[src/rtl/aud_play_engine_if.sv]
`default_nettype none
// ============================================================================
//  Module      : aud_play_engine_if
//  Description : Control, SRAM read, DAC and status bundle of the playback engine.
//  Revision    : 1.0 - initial release
// ============================================================================
interface aud_play_engine_if #(
  parameter int DATA_W = 16,
  parameter int ADDR_W = 20,
  parameter int SPD_W  = 4
);
  logic              i_start;
  logic              i_pause;
  logic              i_stop;
  logic [1:0]        i_mode;
  logic [SPD_W-1:0]  i_speed;
  logic              i_reverse;
  logic              i_loop;
  logic [ADDR_W-1:0] i_len;
  logic              i_daclrck;
  logic [DATA_W-1:0] i_sram_data;
  logic [ADDR_W-1:0] o_sram_addr;
  logic [DATA_W-1:0] o_dac_data;
  logic              o_busy;
  logic              o_done;

  modport master (
    output i_start, i_pause, i_stop, i_mode, i_speed, i_reverse, i_loop, i_len,
    output i_daclrck, i_sram_data,
    input  o_sram_addr, o_dac_data, o_busy, o_done
  );

  modport slave (
    input  i_start, i_pause, i_stop, i_mode, i_speed, i_reverse, i_loop, i_len,
    input  i_daclrck, i_sram_data,
    output o_sram_addr, o_dac_data, o_busy, o_done
  );
endinterface
`default_nettype wire

[src/rtl/aud_play_engine.sv]
`default_nettype none
// ============================================================================
//  Module      : aud_play_engine
//  Description : SRAM-to-DAC playback engine, one sample per LR clock rising edge,
//                normal/fast/slow-hold/slow-linear, forward/reverse, one-shot/loop.
//  Revision    : 1.0 - initial release
// ============================================================================
module aud_play_engine #(
  parameter int DATA_W = 16,
  parameter int ADDR_W = 20,
  parameter int SPD_W  = 4
) (
  input  logic             i_clk,
  input  logic             i_rst_n,
  aud_play_engine_if.slave bus
);

  localparam logic [1:0] c_mode_normal = 2'b00;
  localparam logic [1:0] c_mode_fast   = 2'b01;
  localparam logic [1:0] c_mode_hold   = 2'b10;
  localparam logic [1:0] c_mode_lin    = 2'b11;

  localparam logic [SPD_W-1:0]  c_k_one   = {{(SPD_W-1){1'b0}}, 1'b1};
  localparam logic [ADDR_W-1:0] c_addr_one = {{(ADDR_W-1){1'b0}}, 1'b1};

  typedef enum logic [2:0] {
    S_IDLE  = 3'd0,
    S_RUN   = 3'd1,
    S_STEP  = 3'd2,
    S_FETCH = 3'd3,
    S_PAUSE = 3'd4
  } state_t;

  state_t                 r_state,  w_state_nxt;
  logic                   r_prev_lrck;
  logic [ADDR_W-1:0]      r_addr,   w_addr_nxt;
  logic [DATA_W-1:0]      r_dac,    w_dac_nxt;
  logic [DATA_W-1:0]      r_s0,     w_s0_nxt;
  logic [SPD_W-1:0]       r_k,      w_k_nxt;
  logic signed [DATA_W:0] r_step,   w_step_nxt;
  logic [1:0]             r_mode,   w_mode_nxt;
  logic                   w_done;

  logic                   w_lrck_rise;
  logic [SPD_W-1:0]       w_n;
  logic [ADDR_W-1:0]      w_inc;
  logic [ADDR_W:0]        w_fwd_sum;
  logic                   w_end;
  logic [ADDR_W-1:0]      w_adv_addr;
  logic [SPD_W-1:0]       w_k_eff;
  logic [SPD_W-1:0]       w_k_wrap;
  logic                   w_advance;
  logic signed [DATA_W:0] w_diff;
  logic signed [DATA_W:0] w_n_s;
  logic signed [DATA_W:0] w_div;
  logic signed [DATA_W+1:0] w_sum;
  logic [DATA_W-1:0]      w_sat;

  assign w_lrck_rise = bus.i_daclrck & ~r_prev_lrck;
  assign w_n         = (bus.i_speed == '0) ? c_k_one : bus.i_speed;
  assign w_inc       = (bus.i_mode == c_mode_fast) ? {{(ADDR_W-SPD_W){1'b0}}, w_n} : c_addr_one;

  // One extra bit on the forward sum so a step past the top of the address space still reads as "end".
  assign w_fwd_sum  = {1'b0, r_addr} + {1'b0, w_inc};
  assign w_end      = bus.i_reverse ? (r_addr < w_inc) : (w_fwd_sum > {1'b0, bus.i_len});
  assign w_adv_addr = w_end ? ((bus.i_loop && bus.i_reverse) ? bus.i_len : '0)
                            : (bus.i_reverse ? (r_addr - w_inc) : w_fwd_sum[ADDR_W-1:0]);

  assign w_k_eff   = (bus.i_mode != r_mode) ? '0 : r_k;
  assign w_k_wrap  = (w_k_eff == (w_n - c_k_one)) ? '0 : (w_k_eff + c_k_one);
  assign w_advance = ~bus.i_mode[1] | (w_k_eff == '0);

  assign w_diff = $signed({bus.i_sram_data[DATA_W-1], bus.i_sram_data})
                - $signed({r_s0[DATA_W-1], r_s0});
  assign w_n_s  = $signed({{(DATA_W+1-SPD_W){1'b0}}, w_n});
  assign w_div  = w_diff / w_n_s;

  // Saturate when the top three sum bits disagree, i.e. the result left the DATA_W range.
  assign w_sum = $signed({{2{r_dac[DATA_W-1]}}, r_dac}) + $signed({r_step[DATA_W], r_step});
  assign w_sat = ((w_sum[DATA_W+1:DATA_W-1] == 3'b000) || (w_sum[DATA_W+1:DATA_W-1] == 3'b111))
               ? w_sum[DATA_W-1:0]
               : (w_sum[DATA_W+1] ? {1'b1, {(DATA_W-1){1'b0}}} : {1'b0, {(DATA_W-1){1'b1}}});

  always_comb begin
    w_state_nxt = r_state;
    w_addr_nxt  = r_addr;
    w_dac_nxt   = r_dac;
    w_s0_nxt    = r_s0;
    w_k_nxt     = r_k;
    w_step_nxt  = r_step;
    w_mode_nxt  = r_mode;
    w_done      = 1'b0;

    case (r_state)
      S_IDLE: begin
        if (bus.i_start) begin
          w_state_nxt = S_RUN;
          w_addr_nxt  = bus.i_reverse ? bus.i_len : '0;
          w_k_nxt     = '0;
          w_mode_nxt  = bus.i_mode;
        end
      end
      S_RUN: begin
        if (bus.i_pause)      w_state_nxt = S_PAUSE;
        else if (w_lrck_rise) w_state_nxt = S_STEP;
      end
      S_STEP: begin
        w_mode_nxt = bus.i_mode;
        w_k_nxt    = bus.i_mode[1] ? w_k_wrap : '0;
        if (w_advance) begin
          w_dac_nxt  = bus.i_sram_data;
          w_addr_nxt = w_adv_addr;
          if (bus.i_mode == c_mode_lin) w_s0_nxt = bus.i_sram_data;
        end else if (bus.i_mode == c_mode_lin) begin
          w_dac_nxt = w_sat;
        end

        if (w_advance && w_end && !bus.i_loop) begin
          w_state_nxt = S_IDLE;
          w_addr_nxt  = '0;
          w_k_nxt     = '0;
          w_done      = 1'b1;
        end else if (w_advance && (bus.i_mode == c_mode_lin)) begin
          w_state_nxt = S_FETCH;
        end else begin
          w_state_nxt = bus.i_pause ? S_PAUSE : S_RUN;
        end
      end
      S_FETCH: begin
        w_step_nxt  = w_div;
        w_state_nxt = bus.i_pause ? S_PAUSE : S_RUN;
      end
      S_PAUSE: begin
        if (!bus.i_pause && w_lrck_rise) w_state_nxt = S_RUN;
      end
      default: w_state_nxt = S_IDLE;
    endcase

    if (bus.i_stop) begin
      w_state_nxt = S_IDLE;
      w_dac_nxt   = '0;
      w_addr_nxt  = '0;
      w_k_nxt     = '0;
      w_done      = 1'b0;
    end
  end

  always_ff @(posedge i_clk or negedge i_rst_n) begin
    if (!i_rst_n) begin
      r_state     <= S_IDLE;
      r_prev_lrck <= 1'b0;
      r_addr      <= '0;
      r_dac       <= '0;
      r_s0        <= '0;
      r_k         <= '0;
      r_step      <= '0;
      r_mode      <= c_mode_normal;
    end else begin
      r_state     <= w_state_nxt;
      r_prev_lrck <= bus.i_daclrck;
      r_addr      <= w_addr_nxt;
      r_dac       <= w_dac_nxt;
      r_s0        <= w_s0_nxt;
      r_k         <= w_k_nxt;
      r_step      <= w_step_nxt;
      r_mode      <= w_mode_nxt;
    end
  end

  assign bus.o_sram_addr = r_addr;
  assign bus.o_dac_data  = r_dac;
  assign bus.o_busy      = (r_state != S_IDLE);
  assign bus.o_done      = w_done;

  // Kept for readability of the mode table; hold mode needs no dedicated action.
  logic w_unused;
  assign w_unused = (c_mode_hold == 2'b10);

endmodule
`default_nettype wire

[src/flat_wrapper.sv]
// flat-port wrapper written by rule: the top's interface ports become plain ports
module aud_play_engine_flat 
#(
  parameter int DATA_W = 16,
  parameter int ADDR_W = 20,
  parameter int SPD_W  = 4
)
  (i_clk, i_rst_n, bus_i_start, bus_i_pause, bus_i_stop, bus_i_mode, bus_i_speed, bus_i_reverse, bus_i_loop, bus_i_len, bus_i_daclrck, bus_i_sram_data, bus_o_sram_addr, bus_o_dac_data, bus_o_busy, bus_o_done);
  aud_play_engine_if #(.DATA_W(DATA_W), .ADDR_W(ADDR_W), .SPD_W(SPD_W)) bus_i ();
  input  logic i_clk;
  input  logic i_rst_n;
  input wire logic [$bits(bus_i.i_start)-1:0] bus_i_start;
  input wire logic [$bits(bus_i.i_pause)-1:0] bus_i_pause;
  input wire logic [$bits(bus_i.i_stop)-1:0] bus_i_stop;
  input wire logic [$bits(bus_i.i_mode)-1:0] bus_i_mode;
  input wire logic [$bits(bus_i.i_speed)-1:0] bus_i_speed;
  input wire logic [$bits(bus_i.i_reverse)-1:0] bus_i_reverse;
  input wire logic [$bits(bus_i.i_loop)-1:0] bus_i_loop;
  input wire logic [$bits(bus_i.i_len)-1:0] bus_i_len;
  input wire logic [$bits(bus_i.i_daclrck)-1:0] bus_i_daclrck;
  input wire logic [$bits(bus_i.i_sram_data)-1:0] bus_i_sram_data;
  output wire logic [$bits(bus_i.o_sram_addr)-1:0] bus_o_sram_addr;
  output wire logic [$bits(bus_i.o_dac_data)-1:0] bus_o_dac_data;
  output wire logic [$bits(bus_i.o_busy)-1:0] bus_o_busy;
  output wire logic [$bits(bus_i.o_done)-1:0] bus_o_done;
  assign bus_i.i_start = bus_i_start;
  assign bus_i.i_pause = bus_i_pause;
  assign bus_i.i_stop = bus_i_stop;
  assign bus_i.i_mode = bus_i_mode;
  assign bus_i.i_speed = bus_i_speed;
  assign bus_i.i_reverse = bus_i_reverse;
  assign bus_i.i_loop = bus_i_loop;
  assign bus_i.i_len = bus_i_len;
  assign bus_i.i_daclrck = bus_i_daclrck;
  assign bus_i.i_sram_data = bus_i_sram_data;
  assign bus_o_sram_addr = bus_i.o_sram_addr;
  assign bus_o_dac_data = bus_i.o_dac_data;
  assign bus_o_busy = bus_i.o_busy;
  assign bus_o_done = bus_i.o_done;
  aud_play_engine #(.DATA_W(DATA_W), .ADDR_W(ADDR_W), .SPD_W(SPD_W)) u_core (.i_clk(i_clk), .i_rst_n(i_rst_n), .bus(bus_i));
endmodule
[config.mk]
export PLATFORM = sky130hd
export DESIGN_NAME = aud_play_engine_flat
export DESIGN_NICKNAME = d
export VERILOG_FILES = /design/src/rtl/aud_play_engine_if.sv /design/src/rtl/aud_play_engine.sv /design/src/flat_wrapper.sv
export SDC_FILE = /design/constraint.sdc
export NUM_CORES = 1
export LEC_CHECK = 0
export CELL_PAD_IN_SITES_DETAIL_PLACEMENT = 0
export CELL_PAD_IN_SITES_GLOBAL_PLACEMENT = 1
export CORE_MARGIN = 2
export CORE_UTILIZATION = 43
export CTS_BUF_LIST = sky130_fd_sc_hd__clkbuf_2
export CTS_CLUSTER_DIAMETER = 80
export CTS_CLUSTER_SIZE = 10
export DETAILED_ROUTE_END_ITERATION = 7
export DONT_BUFFER_PORTS = 1
export PLACE_DENSITY_LB_ADDON = 0.1
export SLEW_MARGIN = 10
export SYNTH_ARGS = -nofsm -noshare
export SYNTH_HDL_FRONTEND = slang
export SYNTH_SLANG_ARGS = --single-unit
[constraint.sdc]
create_clock -name i_clk -period 44.4 [get_ports i_clk]
set_input_delay 2.22 -clock i_clk [delete_from_list [all_inputs] [get_ports i_clk]]
set_output_delay 2.22 -clock i_clk [all_outputs]
set_load 0.02 [all_outputs]
* Word-level counts from Yosys, hierarchy flattened *
Cells that the tools add are included.

storage, ports and cells
  register bits = 79
  output and inout bits = 38
  logic and storage cells = 97

cells by class
  add/subtract/negate cells = 6
  div/mod/pow operators = 1
  $lt $le $gt $ge = 2
  equal/unequal tests = 14
  multiplexer cells = 39
  bitwise gates (word level) = 4
  reductions and logical operators = 23

operators by type and width
  cell                 count
  $mux 20              8
  $mux 16              6
  $pmux 20 s2          1
  $mux 4               8
  $mux 3               8
  $add 20x20->21       1
  $gt 21x20->1         1
  $lt 20x20->1         1
  $sub 20x20->20       1
  $add 16x17->18       1
  $div 17x5->17        1
  $sub 16x16->17       1
  $pmux 3 s5           1
  $reduce_and 3->1     3
  $reduce_bool 3->1    3
  $logic_not 4->1      2
  $pmux 4 s2           1
  $eq 3x2->1 const B   2
  $eq 3x3->1 const B   2
  $logic_not 3->1      2
  $reduce_and 2->1     3
  $logic_and 1x1->1    5
  $add 4x1->4 const B  1
  $eq 4x4->1           1
  other kinds (19)     25

* Logic depth before layout (Yosys ltp) *
  word-level depth = 11
  mapped depth = 183
  mapped depth without buffers = 175

* Worst setup path after synthesis *
Ideal clock, no wire load.

  kind = input to register
  start = in bus_i_sram_data[0]
  end = reg u_core.r_step[14]
  setup time = 0.130 ns
  arrival = 35.606 ns
  data required time = 44.270 ns
  slack = 8.664 ns
  stages = 177
  cells stage by stage = inv_1 > ha_1 > fa_1 > nand2b_1 > a21boi_0 > o21a_1 > o22ai_1 > nor4_1 > inv_1 > nor4_1 > nand2_1 > inv_1 > ha_1 > a22oi_1 > ha_1 > o21a_1 > o21a_1 > a2111oi_1 > [141 not listed] > a21oi_1 > nand3_1 > nor2_1 > a21oi_1 > ha_1 > a21o_1 > a21o_1 > a21oi_1 > o2111a_1 > nand4_1 > a311oi_1 > and2_1 > ha_1 > nand3_1 > or3_1 > o41ai_1 > xnor2_1 > o21ai_1

on the way
  word-level cells in the longest chain between the ends = 2

ends and longest elaborated chain
  item                    line                    source
  start: declaration      flat_wrapper.sv:21      input wire logic [$bits(bus_i.i_sram_data)-1:0] bus_i_sram_data;
  $sub 16x16->17          aud_play_engine.sv:74   - $signed({r_s0[DATA_W-1], r_s0});
  $div 17x5->17           aud_play_engine.sv:76   assign w_div = w_diff / w_n_s;
  end signal: assignment  aud_play_engine.sv:165  r_step <= w_step_nxt;
  end: declaration        aud_play_engine.sv:40   logic signed [DATA_W:0] r_step, w_step_nxt;

Every way passes these cells.
A chain may end at the register's enable or synchronous reset.

* Final worst setup path *
Ends and elaborated chain as after synthesis.

==> results.json <==
{
  "grt_pass1_vias": 12739,
  "syn_area_mm2": 0.0134,
  "reg2reg_depth": 169,
  "reg2reg_from": "u_core.r_s0[0]",
  "relSlewSlack_pct": 21.0,
  "hold_viol": 0,
  "h-tree-depth": 3,
  "overflow": 0,
  "hpwlAfterDp_mm": 33.7,
  "start_util_pct": 43.8,
  "syn_nets": 1997,
  "synth_area_leaders": "dfrtp_1 (15%), ha_1 (12%), nand2_1 (4.9%)",
  "reg2reg_to": "u_core.r_step[14]",
  "r2r_setup_slack_ns": 5.27,
  "grt_use_total_pct": 25.8,
  "synth-edff-count": 0,
  "crit_arrival_ns": 40.89,
  "synth_seq_cells": 79,
  "core-area_mm2": 0.0307,
  "slew_violations": 0,
  "cp-end-kind": "register",
  "cp.required_ns": 44.96,
  "portBuffers": 0,
  "place_ws_ns": 3.70,
  "clockBufferDepth": 2,
  "die_h_um": 181,
  "hold_buffers": 0,
  "tns_ns": 0,
  "fin_nets": 1955,
  "synth-seq-area-share_pct": 14.7,
  "antenna_found_initial": 1,
  "synth_top_area_share_pct": 14.7,
  "die_w_um": 181,
  "avgViaCountPerCell": 6.20,
  "clock-skew-final_ns": 0.0200,
  "max_cap_violations": 0,
  "clk_pin_slew_ns": 0.27,
  "dp_cells": 2157,
  "max_freq_mhz": 24.8,
  "synth.largest_area_cell": "dfrtp_1",
  "ios": 88,
  "fin_cells": 2174,
  "ant_nets": 0,
  "cts_tree": "done",
  "cp-start-kind": "input pin",
  "synth_async_sr_flop_share_pct": 100,
  "detail_route.wirelength_mm": 42.8,
  "num-fill-cells": 3186,
  "rows": 64,
  "yosysUniqueCellTypes": 112,
  "yosysWarnings": 0,
  "clockRootBuffer": "clkbuf_2",
  "setup_violations": 0,
  "tightest_slew_ns": 1.18,
  "clock_sinks": 79,
  "final_layout_size_suffix_gt1_share_pct": 7.03,
  "synth.avg_cell_area_um2": 7.41,
  "vias": 13486,
  "run_status": "completed",
  "path_max_fanout": 14,
  "crit_end": "u_core.r_step[14]",
  "cpMostUsedCell": "o21a_1",
  "final.setup.worst_slack_ns": 4.07,
  "synth_ff_type": "dfrtp_1",
  "crit_start": "bus_i_sram_data[0]",
  "min_path_cells": 1,
  "fin_crit_sh_pct": 90.8,
  "place.gp.congestion": 0.871,
  "grt_max_degree": 80,
  "syn_to_final_growth_pct": 3.23,
  "hold_class": "register to register",
  "min_period_ns": 40.33,
  "path_class": "input pin to register",
  "netlist_instances": 1814,
  "multiInputGateArea_mm2": 0.0108,
  "clk-insertion-delay-late_ns": 0.63,
  "wire_per_inst_um": 19.7,
  "drc_errors": 0,
  "slowest_stage": "nor3_1",
  "dr.pass1.iters": 5,
  "grt_setup_unrepaired": "no",
  "max_stage_delay_ns": 0.58,
  "die_area_mm2": 0.0327,
  "regArea_mm2": 0.00198,
  "cts_buffers": 9,
  "drt_iter0_markers": 1008,
  "grt_pass1_wl_mm": 69.1
}
==> placed cells by master (no fill, tap or decap), types with 15 or more instances in the layout <==
cell	instances
a21o_1	32
a21oi_1	128
a31oi_1	22
and2_1	16
and3_1	21
dfrtp_1	79
ha_1	129
inv_1	97
mux2_2	18
mux2i_1	21
nand2_1	177
nand2b_1	29
nand3_1	44
nand4_1	27
nor2_1	167
nor2b_1	16
nor3_1	90
nor4_1	16
o211ai_1	15
o21a_1	39
o21ai_0	118
o31ai_1	31
or3_1	22
xnor2_1	75
xor2_1	36
==> worst min path at each step <==
| stage | to | startpoint |
|---|---|---|
| after global placement | u_core.r_s0[0] | u_core.r_s0[0] |
| final | u_core.r_s0[0] | u_core.r_s0[0] |
| after global routing | u_core.r_s0[6] | u_core.r_s0[6] |
| after floorplan | u_core.r_step[11] | u_core.r_step[11] |
| after detailed placement | u_core.r_s0[0] | u_core.r_s0[0] |
| after CTS | u_core.r_s0[0] | u_core.r_s0[0] |
==> cell usage after synthesis (22+ instances only) <==
cell type and count:
or3_1 22, a31oi_1 22, nand3_1 44, clkbuf_1 48
nand4_1 27, o21ai_0 118, a21o_1 32, nand2_1 177
ha_1 129, a21oi_1 129, nor2_1 169, xor2_1 36
o31ai_1 31, nand2b_1 29, inv_1 97, xnor2_1 75
o21a_1 39, dfrtp_1 79, nor3_1 90
==> kinds of logic (layout without fill, tap and decap cells) <==
logic type | after synthesis | after routing | share of synthesized area (%)
buf+inv | 164 | 127 | 4.94
simple gates | 690 | 690 | 25.6
flops | 79 | 79 | 14.7
xor+xnor | 115 | 115 | 7.80
mux | 41 | 41 | 3.24
other cells | 0 | 1 | 0
fa+ha+maj | 134 | 134 | 12.7
compound gates | 591 | 591 | 31.0
==> area by class of cell <==
cell class,count,area share [%]
inverters,98,2.65
well taps,396,3.57
diodes,1,0.0180
repair buffers,13,0.704
flip-flops and latches,79,14.3
clock buffers,9,0.325
multi-input cells,1571,78.0
clock inverters,7,0.523
==> through the flow <==
step,utilization (%),cell area [um2],hold WS (ns)
CTS,45.2,13900,0.561
global route,45.2,13900,0.601
global placement,44.8,13700,0.506
finish,45.2,13900,0.555
floorplan,-,13400,0.453
detailed placement,44.8,13700,0.511
==> per-layer routing <==
layer  GRT usage (%)  vias to the layer above  part of all wire, %
met5               0                        -                    0
met4            6.23                        0                  1.8
met3            3.14                       46                  5.3
met2            41.0                      367                   44
met1            37.0                     6385                   49
li1                -                     6688                    -
==> worst max-delay path, delay by kind of cell <==
family / cells / cell delay [ns]
muxes: 5 / 1.08
buffers and inverters: 7 / 0.80
adders and majority gates: 20 / 5.82
AOI/OAI and AO/OA: 80 / 17.97
and+or+nand+nor: 57 / 12.82
xor gates and xnor gates: 1 / 0.17
==> registers in the layout (all words and copies together) (netlist names) <==
register and count:
u_core.bus.o_dac_data 16, u_core.bus.o_sram_addr 20, u_core.r_k 4, u_core.r_mode 2, u_core.r_prev_lrck 1, u_core.r_s0 16
u_core.r_state 3, u_core.r_step 17
==> repair_timing <==
action,in CTS,in global routing
gates resized for setup,0,1
endpoints found under the setup margin,0,2
buffers inserted,0,0
Power is left out: the tool's default activity adds up to more than one toggle a clock period on the data nets, which glitch-free logic cannot reach.
